### src/rtl/apb_req_arbiter.sv
// Two-requester round-robin APB arbiter: replays the winning requester's transfer on a
// single registered downstream APB port and aborts slaves that exceed the wait-state budget.
module apb_req_arbiter #(
    parameter int DATA_WIDTH = 32,
    parameter int ADDR_WIDTH = 32,
    parameter int TIMEOUT    = 16
) (
    input  logic                  pclk,
    input  logic                  reset,
    input  logic                  m0_psel,
    input  logic                  m0_penable,
    input  logic [ADDR_WIDTH-1:0] m0_paddr,
    input  logic                  m0_pwrite,
    input  logic [DATA_WIDTH-1:0] m0_pwdata,
    output logic [DATA_WIDTH-1:0] m0_prdata,
    output logic                  m0_pready,
    output logic                  m0_pslverr,
    input  logic                  m1_psel,
    input  logic                  m1_penable,
    input  logic [ADDR_WIDTH-1:0] m1_paddr,
    input  logic                  m1_pwrite,
    input  logic [DATA_WIDTH-1:0] m1_pwdata,
    output logic [DATA_WIDTH-1:0] m1_prdata,
    output logic                  m1_pready,
    output logic                  m1_pslverr,
    output logic                  psel,
    output logic                  penable,
    output logic [ADDR_WIDTH-1:0] paddr,
    output logic                  pwrite,
    output logic [DATA_WIDTH-1:0] pwdata,
    input  logic [DATA_WIDTH-1:0] prdata,
    input  logic                  pready,
    input  logic                  pslverr,
    output logic [1:0]            grant,
    output logic                  timeout_evt
);

    localparam int CW = (TIMEOUT > 0) ? $clog2(TIMEOUT + 1) : 1;
    localparam logic [CW-1:0] CNT_LAST = (TIMEOUT > 0) ? CW'(TIMEOUT - 1) : {CW{1'b0}};
    localparam logic          TO_EN    = (TIMEOUT > 0) ? 1'b1 : 1'b0;

    typedef enum logic [1:0] {
        ST_IDLE   = 2'd0,
        ST_SETUP  = 2'd1,
        ST_ACCESS = 2'd2
    } state_t;

    state_t                state_q, state_d;
    logic                  psel_q, psel_d;
    logic                  penable_q, penable_d;
    logic [ADDR_WIDTH-1:0] paddr_q, paddr_d;
    logic                  pwrite_q, pwrite_d;
    logic [DATA_WIDTH-1:0] pwdata_q, pwdata_d;
    logic [1:0]            grant_q, grant_d;
    logic                  tevt_q, tevt_d;
    logic [CW-1:0]         cnt_q, cnt_d;
    logic                  ptr_q, ptr_d;

    logic [1:0]            req_s;
    logic                  win_s;
    logic                  abort_s;
    logic                  resp_vld_s;
    logic [DATA_WIDTH-1:0] resp_data_s;
    logic                  resp_err_s;

    assign req_s   = {m1_psel, m0_psel};
    assign abort_s = (state_q == ST_ACCESS) && !pready && TO_EN && (cnt_q == CNT_LAST);

    // Winner selection: a lone requester wins outright, a tie goes to the pointer.
    always_comb begin
        win_s = 1'b0;
        case (req_s)
            2'b01:   win_s = 1'b0;
            2'b10:   win_s = 1'b1;
            2'b11:   win_s = ptr_q;
            default: win_s = 1'b0;
        endcase
    end

    // Next-state logic for the transfer sequencer and downstream bus registers.
    always_comb begin
        state_d   = state_q;
        psel_d    = psel_q;
        penable_d = penable_q;
        paddr_d   = paddr_q;
        pwrite_d  = pwrite_q;
        pwdata_d  = pwdata_q;
        grant_d   = grant_q;
        tevt_d    = 1'b0;
        cnt_d     = cnt_q;
        ptr_d     = ptr_q;
        case (state_q)
            ST_IDLE: begin
                if (req_s != 2'b00) begin
                    state_d   = ST_SETUP;
                    psel_d    = 1'b1;
                    penable_d = 1'b0;
                    paddr_d   = win_s ? m1_paddr  : m0_paddr;
                    pwrite_d  = win_s ? m1_pwrite : m0_pwrite;
                    pwdata_d  = win_s ? m1_pwdata : m0_pwdata;
                    grant_d   = win_s ? 2'b10 : 2'b01;
                    ptr_d     = ~win_s;
                end else begin
                    state_d = ST_IDLE;
                end
            end
            ST_SETUP: begin
                penable_d = 1'b1;
                cnt_d     = {CW{1'b0}};
                state_d   = ST_ACCESS;
            end
            ST_ACCESS: begin
                if (pready || abort_s) begin
                    state_d   = ST_IDLE;
                    psel_d    = 1'b0;
                    penable_d = 1'b0;
                    paddr_d   = {ADDR_WIDTH{1'b0}};
                    pwrite_d  = 1'b0;
                    pwdata_d  = {DATA_WIDTH{1'b0}};
                    grant_d   = 2'b00;
                    tevt_d    = !pready;
                end else if (cnt_q != {CW{1'b1}}) begin
                    cnt_d = cnt_q + 1'b1;
                end else begin
                    cnt_d = cnt_q;
                end
            end
            default: state_d = ST_IDLE;
        endcase
    end

    // State and downstream register bank.
    always_ff @(posedge pclk or posedge reset) begin
        if (reset) begin
            state_q   <= ST_IDLE;
            psel_q    <= 1'b0;
            penable_q <= 1'b0;
            paddr_q   <= {ADDR_WIDTH{1'b0}};
            pwrite_q  <= 1'b0;
            pwdata_q  <= {DATA_WIDTH{1'b0}};
            grant_q   <= 2'b00;
            tevt_q    <= 1'b0;
            cnt_q     <= {CW{1'b0}};
            ptr_q     <= 1'b0;
        end else begin
            state_q   <= state_d;
            psel_q    <= psel_d;
            penable_q <= penable_d;
            paddr_q   <= paddr_d;
            pwrite_q  <= pwrite_d;
            pwdata_q  <= pwdata_d;
            grant_q   <= grant_d;
            tevt_q    <= tevt_d;
            cnt_q     <= cnt_d;
            ptr_q     <= ptr_d;
        end
    end

    // Completion is routed straight through so the owner sees pready in the slave's cycle.
    assign resp_vld_s  = (state_q == ST_ACCESS) && (pready || abort_s);
    assign resp_data_s = pready ? prdata : {DATA_WIDTH{1'b0}};
    assign resp_err_s  = pready ? pslverr : 1'b1;

    assign m0_pready  = resp_vld_s && grant_q[0];
    assign m0_pslverr = m0_pready && resp_err_s;
    assign m0_prdata  = m0_pready ? resp_data_s : {DATA_WIDTH{1'b0}};
    assign m1_pready  = resp_vld_s && grant_q[1];
    assign m1_pslverr = m1_pready && resp_err_s;
    assign m1_prdata  = m1_pready ? resp_data_s : {DATA_WIDTH{1'b0}};

    assign psel        = psel_q;
    assign penable     = penable_q;
    assign paddr       = paddr_q;
    assign pwrite      = pwrite_q;
    assign pwdata      = pwdata_q;
    assign grant       = grant_q;
    assign timeout_evt = tevt_q;

    logic unused_s;
    assign unused_s = m0_penable ^ m1_penable;

endmodule

### config.mk
export PLATFORM = sky130hd
export DESIGN_NAME = apb_req_arbiter
export DESIGN_NICKNAME = d
export VERILOG_FILES = /design/src/rtl/apb_req_arbiter.sv
export SDC_FILE = /design/constraint.sdc
export NUM_CORES = 1
export LEC_CHECK = 0
export CAP_MARGIN = 20
export CORE_MARGIN = 5
export CORE_UTILIZATION = 40
export DETAILED_ROUTE_END_ITERATION = 7
export PLACE_DENSITY = 0.94
export SYNTH_ARGS = -nofsm -noshare
export SYNTH_HDL_FRONTEND = slang
export SYNTH_SLANG_ARGS = --single-unit
### constraint.sdc
create_clock -name pclk -period 4.2 [get_ports pclk]
set_clock_uncertainty 0.2 [all_clocks]
set_input_delay 0.42 -clock pclk [delete_from_list [all_inputs] [get_ports pclk]]
set_output_delay 0.42 -clock pclk [all_outputs]
set_load 0.03 [all_outputs]
==> out/results.tsv, run 1 <==
stage	metric	value	unit
route	vias_per_cell	6.11	
timing	slew_headroom	41.0	%
power_and_ir_drop	vdd_drop_max	514	µV
timing	whs	0.152	ns
timing	post-route-min-period	3.12	ns
place	dpl.hpwl	14100	µm
logic_synthesis	muxShareOfSynthArea	0.930	%
logic_synthesis	syn_nets	752	
logic_synthesis	yosys.area.top_type_share	41.5	%
global_route	grt_pass1_vias	5928	
logic_synthesis	synth-xor-area-share	0	%
clock_network	clock-sinks	78	
route	drt_pass1_iterations	6	
critical_path	critPathArrivalTime	2.50	ns
timing	slew_viol_final	0	
timing	setup_slack	1.08	ns
clock_network	clock_latency	0.33	ns
route	final_antenna_net_count	0	
critical_path	reg2reg_to	paddr[16]$_DFFE_PP0P_	
logic_synthesis	synthCells	575	
timing	finalCritPeriodShare	74.3	%
hold_path	min_path_type	in2async	
critical_path	worstReg2RegStart	state_q[0]$_DFFE_PP0P_	
route	drt_iter0_drc	926	
clock_network	cts-root-buf	clkbuf_16	
critical_path	worstSetupPathType	reg2out	
logic_synthesis	avgSynthCellArea	8.19	µm²
clock_network	cts_buffer_depth	2	
floorplanning	core_area	11500	µm²
critical_path	end_kind	primary output	
layout	antennaDiodeCount	0	
logic_synthesis	ys_seq_area_share	41.5	%
logic_synthesis	synth_top_family_by_area	compound AO/OA/AOI/OAI gates	
global_route	grt.overflow.total	0	
place	pre_cts_slack	1.13	ns
floorplanning	fp.dieArea	14000	µm²
critical_path	worst_setup_path_start_kind	register	
logic_synthesis	syn_area	4710	µm²
power_and_ir_drop	cellPowerDensity	697	nW/µm²
logic_synthesis	post-synth-top-area-cell	dfrtp_1	
layout	fin_nets	1005	
floorplanning	initial_core_util	41.0	%
logic_synthesis	ys_ff_latch	78	
timing	rsz0062_at_grt	false	
floorplanning	die_height	118	µm
critical_path	required	3.58	ns
timing	setup_viol	0	
place	port_buffers	305	
place	routabilityCongestion	0.845	
layout	final_layout_size_suffix_gt1_share	13.0	%
clock_network	hold_buffers	0	
route	wl_per_cell	21.1	µm
critical_path	worstPathMaxFanout	4	
logic_synthesis	synthAdderAreaFrac	1.86	%
floorplanning	ios	308	
clock_network	clkTransAtPathRegs	0.06	ns
timing	tns	0	ns
power_and_ir_drop	p_leak	3.15	nW
global_route	grt_first_pass_wirelength	31800	µm
flow_run	cap_violations	0	
logic_synthesis	yosys-top-cells-area	dfrtp_1 (41%), a31oi_1 (17%), o211ai_1 (10%)	
critical_path	r2r_slack	1.37	ns
layout	area_growth	68.1	%
outcome	status	completed	
floorplanning	die_width	118	µm
global_route	antenna_found_initial	0	
global_route	grt_max_degree	72	
logic_synthesis	synth_simple_gate_area_share	18.1	%
global_route	track_usage	27.6	%
route	drc	0	
route	via_count	5965	
floorplanning	rows	39	
clock_network	cts_tree	built	
clock_network	tritoncts.num_buffers	9	
timing	final-hold-violation-count	0	
logic_synthesis	ys_types	32	
clock_network	htreeDepth	3	
logic_synthesis	yosys_warnings	0	
logic_synthesis	synth_compound_area_share	29.6	%
clock_network	post_cts_buffers	0	
route	totalWireLength	20600	µm
critical_path	reg2regPathDepth	6	
clock_network	cts_resized	0	
timing	fmax	320	MHz
timing	worst_slew_pin_slew	0.885	ns
[cell usage in the layout, fill, tap and decap left out, types with 8 or more instances in the layout]
cell type / count
a31oi_1: 131
buf_4: 76
clkbuf_16: 9
clkdlybuf4s50_1: 239
dfrtp_1: 78
inv_1: 8
nand2_1: 36
nand3_1: 68
nor2_1: 68
o211ai_1: 65
[cell usage after synthesis, drive strengths merged]
cell type  number
nand3b          2
nand2b          1
nor3            1
o21ai           3
nor4            1
o2bb2ai         1
a211oi          1
nor2           68
clkbuf         66
nand3          68
a31oi         131
inv            11
mux2i           1
mux2            3
or2             2
and3            3
nor3b           1
a311o           2
buf            11
ha              7
a21oi           2
nor2b           4
dfrtp          78
a22o            2
nand4           1
or3b            2
o21a            1
o211ai         65
nand2          36
[metal layers]
metal	GRT usage, %	wire length [µm]	vias to the layer above
li1	-	-	2660
met1	34.1	7880	2814
met2	45.9	9930	432
met3	6.16	2040	59
met4	12.6	737	0
met5	0	0	-
[sequential cells by signal, indices dropped and copies added, names as in the netlist]
signal and flops:
paddr 32, pwrite 1, pwdata 32, psel 1, grant 2, state_q 2, timeout_evt 1, cnt_q 5
ptr_q 1, penable 1
[layout make-up]
class / instances / area, µm²
Multi-Input combinational cell: 409 / 2390
Clock inverter: 3 / 42.5
Fill cell: 850 / 3550
Tap cell: 143 / 179
Sequential cell: 78 / 1950
Timing Repair Buffer: 319 / 3040
Inverter: 11 / 42.5
Clock buffer: 13 / 260
[power breakdown]
part	internal [mW]	switching (mW)	leakage, nW
combinational	1.30	2.06	2.10
clock	0.493	0.310	0.146
sequential	1.14	0.211	0.912
total	2.93	2.58	3.15
[per-stage QoR]
| step | cells | area (µm²) | total power [mW] | utilization (%) |
|---|---|---|---|---|
| 2_1_floorplan | 575 | 4710 | 3.41 | - |
| 3_3_place_gp | 959 | 7590 | 4.60 | 66.2 |
| 3_5_place_dp | 959 | 7590 | 4.70 | 66.2 |
| 4_1_cts | 975 | 7890 | 5.50 | 68.8 |
| 5_1_grt | 976 | 7910 | 5.78 | 69.0 |
| 6_report | 976 | 7910 | 5.51 | 69.0 |
[worst max-delay path by stage]
stage | depth (start not counted) | end | slack [ns] | start
after global routing | 7 | m0_pready | 0.98 | cnt_q[0]$_DFFE_PP0P_
final | 7 | m1_pready | 1.08 | cnt_q[0]$_DFFE_PP0P_
after detailed placement | 5 | paddr[16]$_DFFE_PP0P_ | 1.13 | m1_psel
after global placement | 5 | pwdata[31]$_DFFE_PP0P_ | 1.17 | m1_psel
after CTS | 7 | m1_pready | 1.07 | cnt_q[0]$_DFFE_PP0P_
after floorplan | 1 | cnt_q[0]$_DFFE_PP0P_ | 1.58 | reset
[worst max-delay path: stages, from the launching register on]
cell             delay [ns]
dfrtp_1                0.41
ha_1                   0.24
and3_1                 0.21
ha_1                   0.22
or2_2                  0.32
nand3_1                0.12
inv_1                  0.05
clkdlybuf4s50_1        0.60
[cell families (layout without fill, tap and decap cells)]
kind of cell	Yosys count	after routing
buffers and inverters	88	346
muxes	4	4
AOI/OAI and AO/OA	208	208
and+or+nand+nor	190	190
adders and majority gates	7	7
DFF	78	78
(Power assumes the default switching activity.)
==> run 2, diff against run 1 <==
Settings changed: CORE_ASPECT_RATIO set to 1.25, CORE_UTILIZATION 40 to 37, PLACE_DENSITY 0.94 to 0.88.
Clock period 4.2 ns to 2.9 ns, I/O delays scaled along.
==> out/results.tsv, run 2 (synthesized netlist as in run 1, its figures left out) <==
stage	metric	value	unit	change
floorplanning	die_height	136	µm	+15%
clock_network	htreeDepth	3		unchanged
critical_path	worstPathMaxFanout	17		+13
global_route	grt_first_pass_wirelength	31700	µm	-0.26%
critical_path	end_kind	primary output		
floorplanning	fp.dieArea	15100	µm²	+7.5%
timing	slew_headroom	68.2	%	+27 points
timing	fmax	356	MHz	
layout	fin_nets	1013		+0.80%
timing	post-route-min-period	2.81	ns	
layout	fill_cells	1029		+21%
timing	finalCritPeriodShare	96.7	%	
clock_network	hold_buffers	0		unchanged
layout	final_layout_size_suffix_gt1_share	14.4	%	+1.4 points
global_route	track_usage	26.1	%	-1.4 points
route	totalWireLength	21100	µm	+2.3%
layout	area_growth	73.5	%	
timing	worst_slew_pin_slew	0.476	ns	-0.409 ns
critical_path	worstSetupPathType	reg2out		
place	port_buffers	305		unchanged
critical_path	required	2.41	ns	-1.17 ns
floorplanning	die_width	111	µm	-6.4%
timing	slew_viol_final	0		unchanged
route	wl_per_cell	20.9	µm	-1.0%
global_route	grt_pass1_vias	5939		+0.19%
clock_network	tritoncts.num_buffers	9		unchanged
critical_path	r2r_slack	0.24	ns	-1.13 ns
layout	final_common_cell	clkdlybuf4s50_1		
route	drt_iter0_drc	776		-16%
route	via_count	6010		+0.75%
power_and_ir_drop	p_leak	3.27	nW	+3.6%
clock_network	clock-sinks	78		unchanged
critical_path	worstReg2RegStart	cnt_q[0]$_DFFE_PP0P_		
route	final_antenna_net_count	0		unchanged
critical_path	worst_setup_path_start_kind	register		
layout	finalCoreUtilization	64.8	%	-4.2 points
critical_path	critPathArrivalTime	2.32	ns	-0.18 ns
clock_network	cts_buffer_depth	2		unchanged
route	drt_pass1_iterations	6		unchanged
floorplanning	rows	46		+18%
floorplanning	ios	308		unchanged
power_and_ir_drop	power	8.20	mW	+49%
critical_path	reg2regPathDepth	7		+1
power_and_ir_drop	cellPowerDensity	1000	nW/µm²	+44%
global_route	antenna_found_initial	2		+2
clock_network	cts-root-buf	clkbuf_16		
floorplanning	core_area	12600	µm²	+9.9%
place	dpl.hpwl	14300	µm	+1.4%
flow_run	cap_violations	0		unchanged
power_and_ir_drop	vdd_drop_max	642	µV	+25%
place	routabilityCongestion	0.844		about the same
route	vias_per_cell	5.96		-2.5%
critical_path	reg2reg_to	penable$_DFFE_PP0P_		
clock_network	clkTransAtPathRegs	0.06	ns	about the same
clock_network	cts_tree	built		
floorplanning	initial_core_util	37.3	%	-3.7 points
outcome	status	completed		
global_route	grt_max_degree	79		+9.7%
layout	final_cell_mix	clkdlybuf4s50_1 (237), a31oi_1 (131), dfrtp_1 (78)		
timing	final-hold-violation-count	0		unchanged
global_route	grt.overflow.total	0		unchanged
timing	setup_viol	0		unchanged
clock_network	clock_latency	0.33	ns	about the same
hold_path	min_path_type	in2async		
route	drc	0		unchanged
==> run 2: power breakdown <==
group	switching (mW)	internal, mW
Sequential	0.308	1.65
Clock	0.435	0.793
Combinational	3.01	2.01
Total	3.75	4.45
==> run 2: worst max-delay path by stage <==
stage	cells past startpoint	slack (ns)	from	end
after floorplan	1	0.41	reset	cnt_q[0]$_DFFE_PP0P_
after CTS	8	0.03	cnt_q[0]$_DFFE_PP0P_	m1_prdata[17]
after global routing	8	-0.01	cnt_q[0]$_DFFE_PP0P_	m0_prdata[10]
final	8	0.09	cnt_q[0]$_DFFE_PP0P_	m1_prdata[26]
after detailed placement	7	0.26	cnt_q[0]$_DFFE_PP0P_	penable$_DFFE_PP0P_
after global placement	7	0.34	cnt_q[0]$_DFFE_PP0P_	penable$_DFFE_PP0P_
==> run 2: per-layer routing <==
| layer | part of all wire [%] | wire length [µm] | up-vias | track usage, % |
|---|---|---|---|---|
| li1 | - | - | 2687 | - |
| met1 | 36 | 7650 | 2853 | 31.3 |
| met2 | 50 | 10400 | 401 | 44.0 |
| met3 | 9.9 | 2080 | 67 | 7.35 |
| met4 | 4.2 | 878 | 2 | 11.6 |
| met5 | 0.033 | 7 | - | 0 |
==> run 2: what timing repair did <==
item | 4_1_cts | 5_1_grt
endpoints found under the setup margin | 0 | 58
resized for setup | 0 | 2
buffers inserted | 0 | 0
==> run 2: per-stage QoR <==
step	std cells	worst slack, ns	TNS, ns	hold WS (ns)	area (µm²)
after floorplan	575	0.415	0	0.194	4710
after global placement	991	0.336	0	0.296	7780
after detailed placement	991	0.259	0	0.304	7780
after CTS	1006	0.0321	0	0.207	8110
after global routing	1009	-0.0106	-0.100	0.266	8170
final	1009	0.0948	0	0.190	8170
==> run 2: cell type report <==
cell class                 count  area (µm²)  share of cell area [%]
multi-input combinational    409        2400                    29.4
antenna                        1        2.50                  0.0306
sequential                    78        1950                    23.9
timing repair buffer         327        3230                    39.6
tap                          168         210                    2.57
clock inverter                 4        70.1                   0.858
inverter                      11        42.5                   0.521
clock buffer                  11         253                    3.09
==> run 2: worst max-delay path, cell delays in order, from the launching register on <==
cell       delay, ns
dfrtp_1         0.41
ha_1            0.24
and3_1          0.21
ha_1            0.22
or2_2           0.34
nand3_2         0.15
clkbuf_16       0.19
nor2_1          0.06
buf_4           0.16
==> run 3, diff against run 2 <==
Settings changed: CORE_ASPECT_RATIO 1.25 to unset, CORE_UTILIZATION 37 to 40, PLACE_DENSITY 0.88 to 0.94.
Clock period 2.9 ns to 3.5 ns, I/O delays scaled along.
==> out/results.tsv, run 3 (synthesized netlist as in run 1, its figures left out) <==
stage	metric	value	unit	change
outcome	status	completed		
critical_path	worstPathMaxFanout	34		+17
global_route	grt_first_pass_wirelength	32100	µm	+1.3%
critical_path	critPathArrivalTime	2.45	ns	+0.13 ns
clock_network	hold_buffers	0		unchanged
global_route	antenna_found_initial	0		-2
clock_network	cts_tree	built		
place	pre_cts_slack	0.702	ns	+0.442 ns
layout	final_layout_size_suffix_gt1_share	13.5	%	-0.87 points
global_route	grt_pass1_vias	5901		-0.64%
timing	post-route-min-period	3.00	ns	
critical_path	max_stage_delay	0.42	ns	about the same
route	vias_per_cell	6.00		+0.71%
floorplanning	die_height	118	µm	-13%
critical_path	crit_chain	ha_1, and3_1, ha_1, or2_2, nand3_1, buf_4, nor2_1, buf_4		
route	wl_per_cell	20.9	µm	about the same
critical_path	worstSetupPathType	reg2out		
timing	worst_slew_pin_slew	0.761	ns	+0.284 ns
power_and_ir_drop	power	6.59	mW	-20%
clock_network	htreeDepth	3		unchanged
global_route	track_usage	27.6	%	+1.5 points
layout	final_cell_mix	clkdlybuf4s50_1 (237), a31oi_1 (131), buf_4 (79)		
layout	area_growth	68.5	%	
layout	stdcell_area	7930	µm²	-2.9%
clock_network	cts_buffer_depth	2		unchanged
critical_path	end_kind	primary output		
power_and_ir_drop	switching_share	47.0	%	+1.2 points
clock_network	clkTransAtPathRegs	0.07	ns	about the same
timing	fmax	334	MHz	
route	drt_iter0_drc	982		+27%
clock_network	clock-sinks	78		unchanged
floorplanning	core_area	11500	µm²	-9.0%
timing	slew_headroom	49.3	%	-19 points
clock_network	clock_latency	0.33	ns	about the same
route	drt_pass1_iterations	5		-1
layout	antennaDiodeCount	0		-1
clock_network	post_cts_buffers	0		unchanged
clock_network	cts-root-buf	clkbuf_16		
layout	fin_cells	978		-3.1%
critical_path	r2r_slack	0.68	ns	+0.44 ns
power_and_ir_drop	p_int	3.50	mW	-21%
clock_network	tritoncts.num_buffers	9		unchanged
power_and_ir_drop	comb_power_share	61.0	%	-0.2 points
route	totalWireLength	20400	µm	-3.1%
route	via_count	5867		-2.4%
power_and_ir_drop	sequentialPowerShare	24.5	%	+0.7 points
critical_path	worst_setup_path_start_kind	register		
clock_network	cts_resized	0		unchanged
floorplanning	fp.dieArea	14000	µm²	-7.0%
timing	finalCritPeriodShare	85.7	%	
floorplanning	ios	308		unchanged
critical_path	cpLargestDelayFamily	simple AND/OR/NAND/NOR gates		
critical_path	required	2.95	ns	+0.54 ns
floorplanning	rows	39		-15%
place	dpl.hpwl	14200	µm	-1.0%
timing	rsz0062_at_grt	false		
power_and_ir_drop	clkPwrFrac	14.5	%	-0.5 points
critical_path	crit_buf_inv	2		unchanged
layout	final_common_cell	clkdlybuf4s50_1		
place	dp_cells	962		-2.9%
global_route	grt_max_degree	68		-14%
route	drc	0		unchanged
layout	finalCoreUtilization	69.2	%	+4.4 points
place	port_buffers	305		unchanged
power_and_ir_drop	power.switching	3.09	mW	-18%
timing	slew_viol_final	0		unchanged
flow_run	cap_violations	0		unchanged
global_route	grt.overflow.total	0		unchanged
timing	setup_viol	0		unchanged
timing	final-hold-violation-count	0		unchanged
floorplanning	die_width	118	µm	+6.9%
route	final_antenna_net_count	0		unchanged
timing	tns	0	ns	unchanged
layout	fin_nets	1007		-0.59%
hold_path	min_path_type	in2async		
place	routabilityCongestion	0.860		+1.8%
power_and_ir_drop	cellPowerDensity	831	nW/µm²	-17%
power_and_ir_drop	vdd_drop_max	639	µV	-0.45%
critical_path	crit_slowest_cell	dfrtp_1		
timing	whs	0.214	ns	+0.0242 ns
floorplanning	initial_core_util	41.0	%	+3.7 points
place	post_dp_cell_area	7630	µm²	-1.9%
timing	setup_slack	0.502	ns	+0.407 ns
power_and_ir_drop	p_leak	3.16	nW	-3.3%
==> run 3: cell count changes in the layout (fill, tap and decap cells not counted) <==
| cell | previous run | this run |
|---|---|---|
| bufinv_16 | 2 | 1 |
| clkbuf_16 | 11 | 9 |
| nand3_2 | 2 | 0 |
| clkinv_2 | 3 | 1 |
| clkbuf_1 | 0 | 1 |
| inv_6 | 0 | 2 |
| clkinvlp_4 | 0 | 3 |
| clkbuf_8 | 2 | 0 |
| nand3_1 | 66 | 68 |
| diode_2 | 1 | 0 |
| buf_4 | 76 | 79 |
| buf_12 | 12 | 5 |
==> run 3: cell type report <==
type,instances,area (µm²)
multi-input combinational,409,2390
sequential,78,1950
tap,143,179
inverter,11,42.5
clock inverter,6,70.1
clock buffer,10,229
fill,906,3530
timing repair buffer,321,3070
==> run 3: worst paths after layout <==
check / startpoint / endpoint / cells past startpoint
max in group asynchronous: reset / penable$_DFFE_PP0P_ / 3
max: cnt_q[0]$_DFFE_PP0P_ / m1_prdata[14] / 8
min: reset / pwdata[1]$_DFFE_PP0P_ / 2
min reg2reg: penable$_DFFE_PP0P_ / penable$_DFFE_PP0P_ / 1
max reg2reg: cnt_q[0]$_DFFE_PP0P_ / pwdata[3]$_DFFE_PP0P_ / 7
min in group pclk: penable$_DFFE_PP0P_ / penable$_DFFE_PP0P_ / 1
==> run 3: worst reg2reg max path: stages (launching register included) <==
cell     delay [ns]
dfrtp_1        0.42
ha_1           0.25
and3_1         0.21
ha_1           0.22
or3b_2         0.48
and3_2         0.45
buf_12         0.29
a31oi_1        0.22
==> run 3: power groups by stage <==
| stage | Combinational (mW) | Clock (mW) | Sequential [mW] |
|---|---|---|---|
| after floorplan | 1.68 | 0 | 2.41 |
| after global placement | 3.94 | 0 | 1.60 |
| after detailed placement | 4.01 | 0 | 1.63 |
| after CTS | 4.02 | 0.972 | 1.61 |
| after global routing | 4.27 | 1.00 | 1.67 |
| final | 4.02 | 0.956 | 1.62 |
==> run 3: per-layer routing <==
layer  global-route usage, %  vias up  part of all wire [%]
met5                       0        -                     0
met4                    10.6        0                   3.5
met3                    6.35       52                    11
met2                    46.5      388                    49
met1                    34.6     2758                    37
li1                        -     2669                     -
